`config.mk`:
```
export PLATFORM = sky130hd
export DESIGN_NAME = hazard_scoreboard_flat
export DESIGN_NICKNAME = d
export VERILOG_FILES = /design/src/rtl/hazard_scoreboard_pkg.sv /design/src/rtl/hazard_scoreboard_if.sv /design/src/rtl/sb_pend_ctr.sv /design/src/rtl/hazard_scoreboard.sv /design/src/flat_wrapper.sv
export SDC_FILE = /design/constraint.sdc
export NUM_CORES = 1
export LEC_CHECK = 0
export BUFFER_PORTS_ARGS = -buffer_cell sky130_fd_sc_hd__buf_2
export CAP_MARGIN = 20
export CORE_AREA = 2 2 116 118
export DETAILED_ROUTE_END_ITERATION = 10
export DIE_AREA = 0 0 118 120
export HOLD_SLACK_MARGIN = 0.06
export PLACE_DENSITY = 0.72
export SLEW_MARGIN = 20
export SYNTH_ARGS = -nofsm -noshare
export SYNTH_HDL_FRONTEND = slang
export SYNTH_SLANG_ARGS = --single-unit
```
`constraint.sdc`:
```
create_clock -name clk -period 8.1 [get_ports clk]
set_input_delay 0 -clock clk [delete_from_list [all_inputs] [get_ports clk]]
set_output_delay 0 -clock clk [all_outputs]
set_load 0.005 [all_outputs]
```
`src/rtl/hazard_scoreboard_pkg.sv`:
```
// rtl/hazard_scoreboard_pkg.sv - shared types, sizes and hazard helper for the hazard scoreboard
//
// Purpose: single home for the register-index width, pending-counter width,
//          default parameters, the drain FSM encoding and the RAW check.
// Ports:   none (package).
package hazard_scoreboard_pkg;

  localparam int REG_W        = 5;
  localparam int NUM_REGS     = 32;
  localparam int CNT_W        = 2;
  localparam int MAX_PEND_DEF = 3;
  localparam int STALL_W_DEF  = 16;

  typedef logic [REG_W-1:0] reg_idx_t;
  typedef logic [CNT_W-1:0] pend_cnt_t;

  typedef enum logic [1:0] {
    ST_RUN   = 2'd0,
    ST_DRAIN = 2'd1,
    ST_IDLE  = 2'd2
  } sb_state_e;

  // A source read is blocked while its register still has writes in
  // flight. The one exception is the last outstanding write retiring in
  // this very cycle: the register file writes through, so the reader
  // already sees the new value.
  function automatic logic raw_hazard(
    input logic      uses,
    input reg_idx_t  src,
    input pend_cnt_t cnt,
    input logic      wb_valid,
    input reg_idx_t  wb_rw
  );
    return uses && (src != '0) && (cnt != '0) &&
           !(wb_valid && (wb_rw == src) && (cnt == pend_cnt_t'(1)));
  endfunction

endpackage

```
`src/rtl/hazard_scoreboard_if.sv`:
```
// rtl/hazard_scoreboard_if.sv - issue and write-back bus between the ID stage and the scoreboard
//
// Purpose: bundles the issue handshake and the register-file retire port.
// Signals: issue_valid/issue_ready  issue handshake (fire = valid && ready)
//          issue_ra/rb, issue_uses_ra/rb  source indices and read enables
//          issue_wr, issue_rw         destination write enable and index
//          wb_valid, wb_rw            register-file write retiring this cycle
// Modports: master = ID stage / pipeline side, slave = scoreboard.
interface hazard_scoreboard_if;
  import hazard_scoreboard_pkg::*;

  logic     issue_valid;
  reg_idx_t issue_ra;
  reg_idx_t issue_rb;
  logic     issue_uses_ra;
  logic     issue_uses_rb;
  logic     issue_wr;
  reg_idx_t issue_rw;
  logic     issue_ready;
  logic     wb_valid;
  reg_idx_t wb_rw;

  modport master (
    output issue_valid, issue_ra, issue_rb, issue_uses_ra, issue_uses_rb,
    output issue_wr, issue_rw, wb_valid, wb_rw,
    input  issue_ready
  );

  modport slave (
    input  issue_valid, issue_ra, issue_rb, issue_uses_ra, issue_uses_rb,
    input  issue_wr, issue_rw, wb_valid, wb_rw,
    output issue_ready
  );

endinterface

```
`src/rtl/sb_pend_ctr.sv`:
```
// rtl/sb_pend_ctr.sv - saturating up/down counter of outstanding writes for one register
//
// Purpose: counts writes issued but not yet retired for a single register.
// Ports:   clk, reset (sync, active-low)
//          inc   a write to this register was issued this cycle
//          dec   a write to this register retired this cycle
//          cnt   current outstanding count (0..MAX)
//          zero  cnt == 0
//          full  cnt == MAX
module sb_pend_ctr
  import hazard_scoreboard_pkg::*;
#(
  parameter int MAX = MAX_PEND_DEF
) (
  input  logic      clk,
  input  logic      reset,
  input  logic      inc,
  input  logic      dec,
  output pend_cnt_t cnt,
  output logic      zero,
  output logic      full
);

  pend_cnt_t cnt_q;
  pend_cnt_t cnt_d;

  assign cnt  = cnt_q;
  assign zero = (cnt_q == '0);
  assign full = (cnt_q == pend_cnt_t'(MAX));

  // Simultaneous inc and dec cancel out; the ends of the range hold so a
  // stray request can never wrap the count.
  always_comb begin
    cnt_d = cnt_q;
    if (inc && !dec && !full) begin
      cnt_d = cnt_q + pend_cnt_t'(1);
    end else if (dec && !inc && !zero) begin
      cnt_d = cnt_q - pend_cnt_t'(1);
    end
  end

  always_ff @(posedge clk) begin
    if (!reset) begin
      cnt_q <= '0;
    end else begin
      cnt_q <= cnt_d;
    end
  end

endmodule

```
`src/rtl/hazard_scoreboard.sv`:
```
// rtl/hazard_scoreboard.sv - register hazard scoreboard with pipeline-drain FSM
//
// Purpose: tracks outstanding writes per register, blocks issue on RAW and
//          WAW-saturation hazards, counts stall cycles and runs a drain
//          handshake that waits for every outstanding write to retire.
// Ports:   clk, reset (sync, active-low)
//          sb          issue / write-back bus (slave modport)
//          drain_req   request to stop issuing and drain the pipeline
//          drain_done  one-cycle registered pulse on entering IDLE
//          pend_any    some register has an outstanding write (combinational)
//          wb_err      sticky: a retire arrived for a register with none pending
//          stall_cnt   saturating count of cycles with issue_valid && !issue_ready
module hazard_scoreboard
  import hazard_scoreboard_pkg::*;
#(
  parameter int MAX_PEND = MAX_PEND_DEF,
  parameter int STALL_W  = STALL_W_DEF
) (
  input  logic                clk,
  input  logic                reset,
  hazard_scoreboard_if.slave  sb,
  input  logic                drain_req,
  output logic                drain_done,
  output logic                pend_any,
  output logic                wb_err,
  output logic [STALL_W-1:0]  stall_cnt
);

  sb_state_e          state_q;
  logic               drain_done_q;
  logic               wb_err_q;
  logic               wb_err_d;
  logic [STALL_W-1:0] stall_q;
  logic [STALL_W-1:0] stall_d;

  pend_cnt_t             pend [NUM_REGS];
  logic [NUM_REGS-1:0]   zero_v;
  logic [NUM_REGS-1:0]   full_v;
  logic [NUM_REGS-1:1]   inc_v;
  logic [NUM_REGS-1:1]   dec_v;

  logic raw_a;
  logic raw_b;
  logic waw_sat;
  logic fire;

  // Register 0 is hardwired: never pending, never full.
  assign pend[0]   = '0;
  assign zero_v[0] = 1'b1;
  assign full_v[0] = 1'b0;

  for (genvar r = 1; r < NUM_REGS; r++) begin : g_ctr
    sb_pend_ctr #(
      .MAX (MAX_PEND)
    ) u_ctr (
      .clk   (clk),
      .reset (reset),
      .inc   (inc_v[r]),
      .dec   (dec_v[r]),
      .cnt   (pend[r]),
      .zero  (zero_v[r]),
      .full  (full_v[r])
    );
  end

  assign raw_a = raw_hazard(sb.issue_uses_ra, sb.issue_ra, pend[sb.issue_ra],
                            sb.wb_valid, sb.wb_rw);
  assign raw_b = raw_hazard(sb.issue_uses_rb, sb.issue_rb, pend[sb.issue_rb],
                            sb.wb_valid, sb.wb_rw);

  // A saturated destination frees a slot if one of its writes retires now.
  assign waw_sat = sb.issue_wr && (sb.issue_rw != '0) && full_v[sb.issue_rw] &&
                   !(sb.wb_valid && (sb.wb_rw == sb.issue_rw));

  assign sb.issue_ready = (state_q == ST_RUN) && !raw_a && !raw_b && !waw_sat;
  assign fire           = sb.issue_valid && sb.issue_ready;

  assign pend_any   = ~&zero_v;
  assign drain_done = drain_done_q;
  assign wb_err     = wb_err_q;
  assign stall_cnt  = stall_q;

  // Retires only decrement a register that actually has a write in flight;
  // the counter itself resolves a same-cycle issue and retire to "hold".
  always_comb begin
    inc_v = '0;
    dec_v = '0;
    for (int r = 1; r < NUM_REGS; r++) begin
      inc_v[r] = fire && sb.issue_wr && (sb.issue_rw == reg_idx_t'(r));
      dec_v[r] = sb.wb_valid && (sb.wb_rw == reg_idx_t'(r)) && !zero_v[r];
    end
  end

  always_comb begin
    wb_err_d = wb_err_q;
    if (sb.wb_valid && (sb.wb_rw != '0) && zero_v[sb.wb_rw]) begin
      wb_err_d = 1'b1;
    end
  end

  always_comb begin
    stall_d = stall_q;
    if (sb.issue_valid && !sb.issue_ready && (stall_q != '1)) begin
      stall_d = stall_q + STALL_W'(1);
    end
  end

  always_ff @(posedge clk) begin
    if (!reset) begin
      wb_err_q <= 1'b0;
      stall_q  <= '0;
    end else begin
      wb_err_q <= wb_err_d;
      stall_q  <= stall_d;
    end
  end

  // Drain FSM. DRAIN leaves on the counters seen at the start of the cycle,
  // so the final retire is absorbed one cycle before IDLE. drain_done is
  // raised on the transition into IDLE and dropped on the following edge.
  always_ff @(posedge clk) begin
    if (!reset) begin
      state_q      <= ST_RUN;
      drain_done_q <= 1'b0;
    end else begin
      drain_done_q <= 1'b0;
      case (state_q)
        ST_RUN: begin
          if (drain_req) begin
            state_q <= ST_DRAIN;
          end
        end
        ST_DRAIN: begin
          if (!pend_any) begin
            state_q      <= ST_IDLE;
            drain_done_q <= 1'b1;
          end
        end
        ST_IDLE: begin
          if (!drain_req) begin
            state_q <= ST_RUN;
          end
        end
        default: begin
          state_q <= ST_RUN;
        end
      endcase
    end
  end

endmodule
```
`src/flat_wrapper.sv`:
```
// flat-port wrapper written by rule: the top's interface ports become plain ports
module hazard_scoreboard_flat import hazard_scoreboard_pkg::*;
#(
  parameter int MAX_PEND = MAX_PEND_DEF,
  parameter int STALL_W  = STALL_W_DEF
)
  (clk, reset, drain_req, drain_done, pend_any, wb_err, stall_cnt, sb_issue_valid, sb_issue_ra, sb_issue_rb, sb_issue_uses_ra, sb_issue_uses_rb, sb_issue_wr, sb_issue_rw, sb_wb_valid, sb_wb_rw, sb_issue_ready);
  hazard_scoreboard_if sb_i ();
  input  logic clk;
  input  logic reset;
  input  logic drain_req;
  output logic drain_done;
  output logic pend_any;
  output logic wb_err;
  output logic [STALL_W-1:0] stall_cnt;
  input wire logic [$bits(sb_i.issue_valid)-1:0] sb_issue_valid;
  input wire logic [$bits(sb_i.issue_ra)-1:0] sb_issue_ra;
  input wire logic [$bits(sb_i.issue_rb)-1:0] sb_issue_rb;
  input wire logic [$bits(sb_i.issue_uses_ra)-1:0] sb_issue_uses_ra;
  input wire logic [$bits(sb_i.issue_uses_rb)-1:0] sb_issue_uses_rb;
  input wire logic [$bits(sb_i.issue_wr)-1:0] sb_issue_wr;
  input wire logic [$bits(sb_i.issue_rw)-1:0] sb_issue_rw;
  input wire logic [$bits(sb_i.wb_valid)-1:0] sb_wb_valid;
  input wire logic [$bits(sb_i.wb_rw)-1:0] sb_wb_rw;
  output wire logic [$bits(sb_i.issue_ready)-1:0] sb_issue_ready;
  assign sb_i.issue_valid = sb_issue_valid;
  assign sb_i.issue_ra = sb_issue_ra;
  assign sb_i.issue_rb = sb_issue_rb;
  assign sb_i.issue_uses_ra = sb_issue_uses_ra;
  assign sb_i.issue_uses_rb = sb_issue_uses_rb;
  assign sb_i.issue_wr = sb_issue_wr;
  assign sb_i.issue_rw = sb_issue_rw;
  assign sb_i.wb_valid = sb_wb_valid;
  assign sb_i.wb_rw = sb_wb_rw;
  assign sb_issue_ready = sb_i.issue_ready;
  hazard_scoreboard #(.MAX_PEND(MAX_PEND), .STALL_W(STALL_W)) u_core (.clk(clk), .reset(reset), .sb(sb_i), .drain_req(drain_req), .drain_done(drain_done), .pend_any(pend_any), .wb_err(wb_err), .stall_cnt(stall_cnt));
endmodule
```
==> reports/qor.csv <==
stage,metric,value,unit
synthesis,synth_edf_count,0,
grt,vias_in_the_first_global_route,6472,
critical_path,timing.critical_path.slowest_stage_cell,sky130_fd_sc_hd__nand3_2,
min_path,hold-path-endpoint,u_core.wb_err,
synthesis,share_of_synthesized_area_spent_on_multiplexers,14.11,%
die,die_height,120,um
routing,antenna_left,0,
min_path,whs_path_depth,3,
die,core_region_area,0.01298,mm^2
critical_path,worst-r2r-setup-slack,4.37,ns
placement,post-place-ws,4.336,ns
synthesis,yosys.area_share.simple,28.94,%
sta,layout_setup_ws,4.371,ns
critical_path,critical-path-max-stage-delay,0.57,ns
synthesis,synth_compound_area_share,22.49,%
clock_network,cts_max_level,3,
critical_path,r2r-start,u_core.g_ctr[16].u_ctr.cnt[0],
clock_network,cts_inserted_buffers,9,
sta,setup_viol_count_final,0,
grt,grt_first_pass_wirelength,35150,um
synthesis,syn_inst_count,929,
layout,num-nets-final,938,
routing,totalWireLength,22060,um
job,max-cap-violations,0,
sta,setup_tns,0,ns
placement,place.detailed.hpwl,15300,um
grt,grt_antenna_before_repair,0,
power_and_ir_drop,power-per-cell-area,132.9,mW/mm^2
sta,achievable-frequency,0.2681,GHz
critical_path,worstSetupPathDepth,9,
synthesis,synthXorXnorAreaFrac,5.390,%
critical_path,ordered_cell_list_for_the_critical_path,"mux4_2, a2111oi_2, a311oi_1, and4_1, a311oi_4, nand3_2, nor2_1, mux2_2, o211a_1",
synthesis,dominantRegCellSynth,sky130_fd_sc_hd__dfxtp_1,
clock_network,clk_pin_slew_worst_paths,0.07,ns
critical_path,cp-start-kind,flop,
critical_path,worstPathBufferInverterCount,0,
routing,viasPerCell,6.675,
die,design.portCount,48,
die,die_area,0.01416,mm^2
synthesis,post_synth_main_area_contributors,"sky130_fd_sc_hd__dfxtp_1 (23%), sky130_fd_sc_hd__mux4_2 (9.0%), sky130_fd_sc_hd__nand2_1 (5.6%), sky130_fd_sc_hd__nor2_1 (5.6%), sky130_fd_sc_hd__o21ai_0 (5.5%)",
layout,antenna_cells_inserted,0,
critical_path,crit_path_end_kind,flop,
synthesis,synth.avg_cell_area,7.521,um^2
clock_network,cts_tree,yes,
synthesis,yosysTopAreaCell,sky130_fd_sc_hd__dfxtp_1,
critical_path,worst-setup-path-type,flop to flop,
sta,rsz0062_at_grt,no,
clock_network,clock_tree.root_cell,sky130_fd_sc_hd__clkbuf_16,
sta,finalHoldViolCount,0,
synthesis,seq_area_frac_synth,23.50,%
synthesis,netlist-cell-type-count,67,
die,std_cell_rows,42,
synthesis,synth_adder_area_share,0.1791,%
sta,skew,0.01265,ns
layout,layout-drive-gt1-share,12.72,%
routing,drcViolationCount,0,
die,initial_utilization,53.83,%
synthesis,synth.yosys.warnings,0,
synthesis,synthArstFlopShare,0,%
min_path,timing.hold.worst.class,input pin to flop,
power_and_ir_drop,p_leak,2.500,nW
sta,crit_path_time_final,3.729,ns
routing,drt_pre_antenna_iters,5,
power_and_ir_drop,total_power_consumption_of_the_routed_design,0.9891,mW
sta,slew_headroom,33.39,%
min_path,hp-start,sb_wb_valid,
routing,initialDrtViolationCount,924,
routing,vias,7262,
clock_network,ctsLongestPathBuffers,2,
synthesis,syn_area,0.006987,mm^2
critical_path,worstPathMaxFanout,28,
critical_path,cp_data_arrival_time,3.97,ns
sta,final.period_utilization,46.04,%
grt,globalRoute.totalOverflow,0,
synthesis,synth_top_family_by_area,simple AND/OR/NAND/NOR gates,
placement,gp_routability_congestion,1.022,
critical_path,critPathRequiredTime,8.34,ns
placement,placement.io_buffers,47,
clock_network,cts_sinks,82,
synthesis,netlist.area_leader.share,23.50,%
sta,holdWs,0.1402,ns
outcome,status,"complete, no violations",
layout,post_synthesis_to_final_layout_area_growth,6.537,%
critical_path,timing.reg2reg.worst_path_depth,9,
sta,worst_pin_slew,0.9900,ns
die,floorplan.die.width,118,um
sta,slew_violations,0,
power_and_ir_drop,highest_ir_drop_seen_on_vdd,0.00009782,V
critical_path,cp_top_family,simple AND/OR/NAND/NOR gates,
grt,grt.total_usage,31.64,%
synthesis,ys_ff_latch,82,
synthesis,synthesis.nets,958,
routing,routedWlPerCell,20.28,um
critical_path,crit-reg2reg-capture,u_core.g_ctr[14].u_ctr.cnt[0],
clock_network,skew_pair_late_insertion_delay,0.36,ns
grt,grt_start_max_net_pins,43,
-- kinds of logic (layout without fill, tap and decap cells) --
logic type               Yosys count  after routing
AO/OA/AOI/OAI                    241            241
AND/OR/NAND/NOR                  407            407
flip-flops                        82             82
XOR/XNOR                          43             43
buffers and inverters             93             76
adder cells (fa/ha/maj)            1              1
multiplexers                      62             62
-- power breakdown --
group	switching (mW)	leakage (nW)	internal, mW	total (mW)
Sequential	0.00387	0.661	0.407	0.411
Clock	0.169	0.151	0.275	0.443
Combinational	0.0912	1.69	0.0438	0.135
Total	0.264	2.50	0.725	0.989
-- Yosys cell counts, drive strengths merged (3+ instances only) --
library cell,n
a211oi,9
a21boi,7
a21o,6
a21oi,49
a221oi,3
a22oi,5
a31oi,3
and2,11
and3,9
and4,3
buf,17
clkbuf,64
dfxtp,82
inv,12
mux2,12
mux2i,22
mux4,28
nand2,104
nand2b,19
nand3,23
nand3b,4
nand4,11
nor2,104
nor2b,12
nor3,39
nor3b,16
nor4,19
nor4b,5
o2111a,9
o211ai,15
o21ai,77
o21bai,9
o22a,3
o22ai,13
o31ai,10
o32ai,3
or2,7
or3,15
or4,5
xnor2,9
xor2,34
-- flip-flops by register name, indices dropped and copies added, names as in the netlist --
signal                  cells
u_core.stall_cnt           16
u_core.drain_done           1
u_core.wb_err               1
u_core.g_ctr.u_ctr.cnt     62
u_core.state_q              2
-- routing by layer --
metal / part of all wire (%) / vias to the layer above / GRT usage (%)
met2: 43 / 441 / 47.86
met3: 11 / 83 / 8.888
met4: 4.2 / 0 / 13.03
met1: 42 / 3384 / 42.53
met5: 0 / - / 0
li1: - / 3354 / -
-- layout make-up --
type                    instances  area (um^2)
clock inverters                 3        65.06
flip-flops and latches         82         1642
clock buffers                  11        242.7
repair buffers                 50        260.3
multi-input cells             754         4969
inverters                      12        45.04
fillers                      1251         5537
well taps                     176        220.2
-- tightest hold or removal path, cell delays in order --
cell and delay, ns:
sky130_fd_sc_hd__buf_2 0.17, sky130_fd_sc_hd__o211ai_1 0.18, sky130_fd_sc_hd__a21oi_1 0.10
-- worst max-delay path by stage --
stage	start	endpoint	slack [ns]
after global routing	u_core.g_ctr[20].u_ctr.cnt[0]	u_core.g_ctr[3].u_ctr.cnt[0]	4.20
final	u_core.g_ctr[16].u_ctr.cnt[0]	u_core.g_ctr[14].u_ctr.cnt[0]	4.37
after CTS	u_core.g_ctr[16].u_ctr.cnt[0]	u_core.g_ctr[14].u_ctr.cnt[0]	4.43
after floorplan	u_core.g_ctr[20].u_ctr.cnt[0]	u_core.g_ctr[23].u_ctr.cnt[0]	5.08
after detailed placement	sb_issue_rb[0]	u_core.g_ctr[14].u_ctr.cnt[0]	4.34
after global placement	sb_issue_rb[0]	u_core.g_ctr[23].u_ctr.cnt[0]	4.39
-- per-stage QoR --
| step | std cells | cell area, um^2 | util, % |
|---|---|---|---|
| 2_1_floorplan | 929 | 6987 | - |
| 3_3_place_gp | 1073 | 7126 | 54.90 |
| 3_5_place_dp | 1073 | 7126 | 54.90 |
| 4_1_cts | 1088 | 7443 | 57.35 |
| 5_1_grt | 1088 | 7443 | 57.35 |
| 6_report | 1088 | 7443 | 57.35 |
-- placed cells by master, fill, tap and decap left out, types with 16 or more instances in the layout --
cell type,netlist,final
sky130_fd_sc_hd__nor3_1,38,38
sky130_fd_sc_hd__xor2_1,34,34
sky130_fd_sc_hd__mux4_2,28,28
sky130_fd_sc_hd__a21oi_1,49,49
sky130_fd_sc_hd__nand2_1,104,104
sky130_fd_sc_hd__o21ai_0,77,77
sky130_fd_sc_hd__nor2_1,104,104
sky130_fd_sc_hd__dfxtp_1,82,82
sky130_fd_sc_hd__nor4_1,19,19
sky130_fd_sc_hd__mux2i_1,22,22
sky130_fd_sc_hd__buf_2,13,47
sky130_fd_sc_hd__nand3_1,20,20
sky130_fd_sc_hd__nand2b_1,19,19
sky130_fd_sc_hd__nor3b_1,16,16
-- what timing repair did --
action	in CTS	in global routing
endpoints found under the hold margin	2	0
setup buffers	0	0
hold buffers	1	0
resized for setup	0	0
No activity file was read; power rests on OpenSTA's default activity.
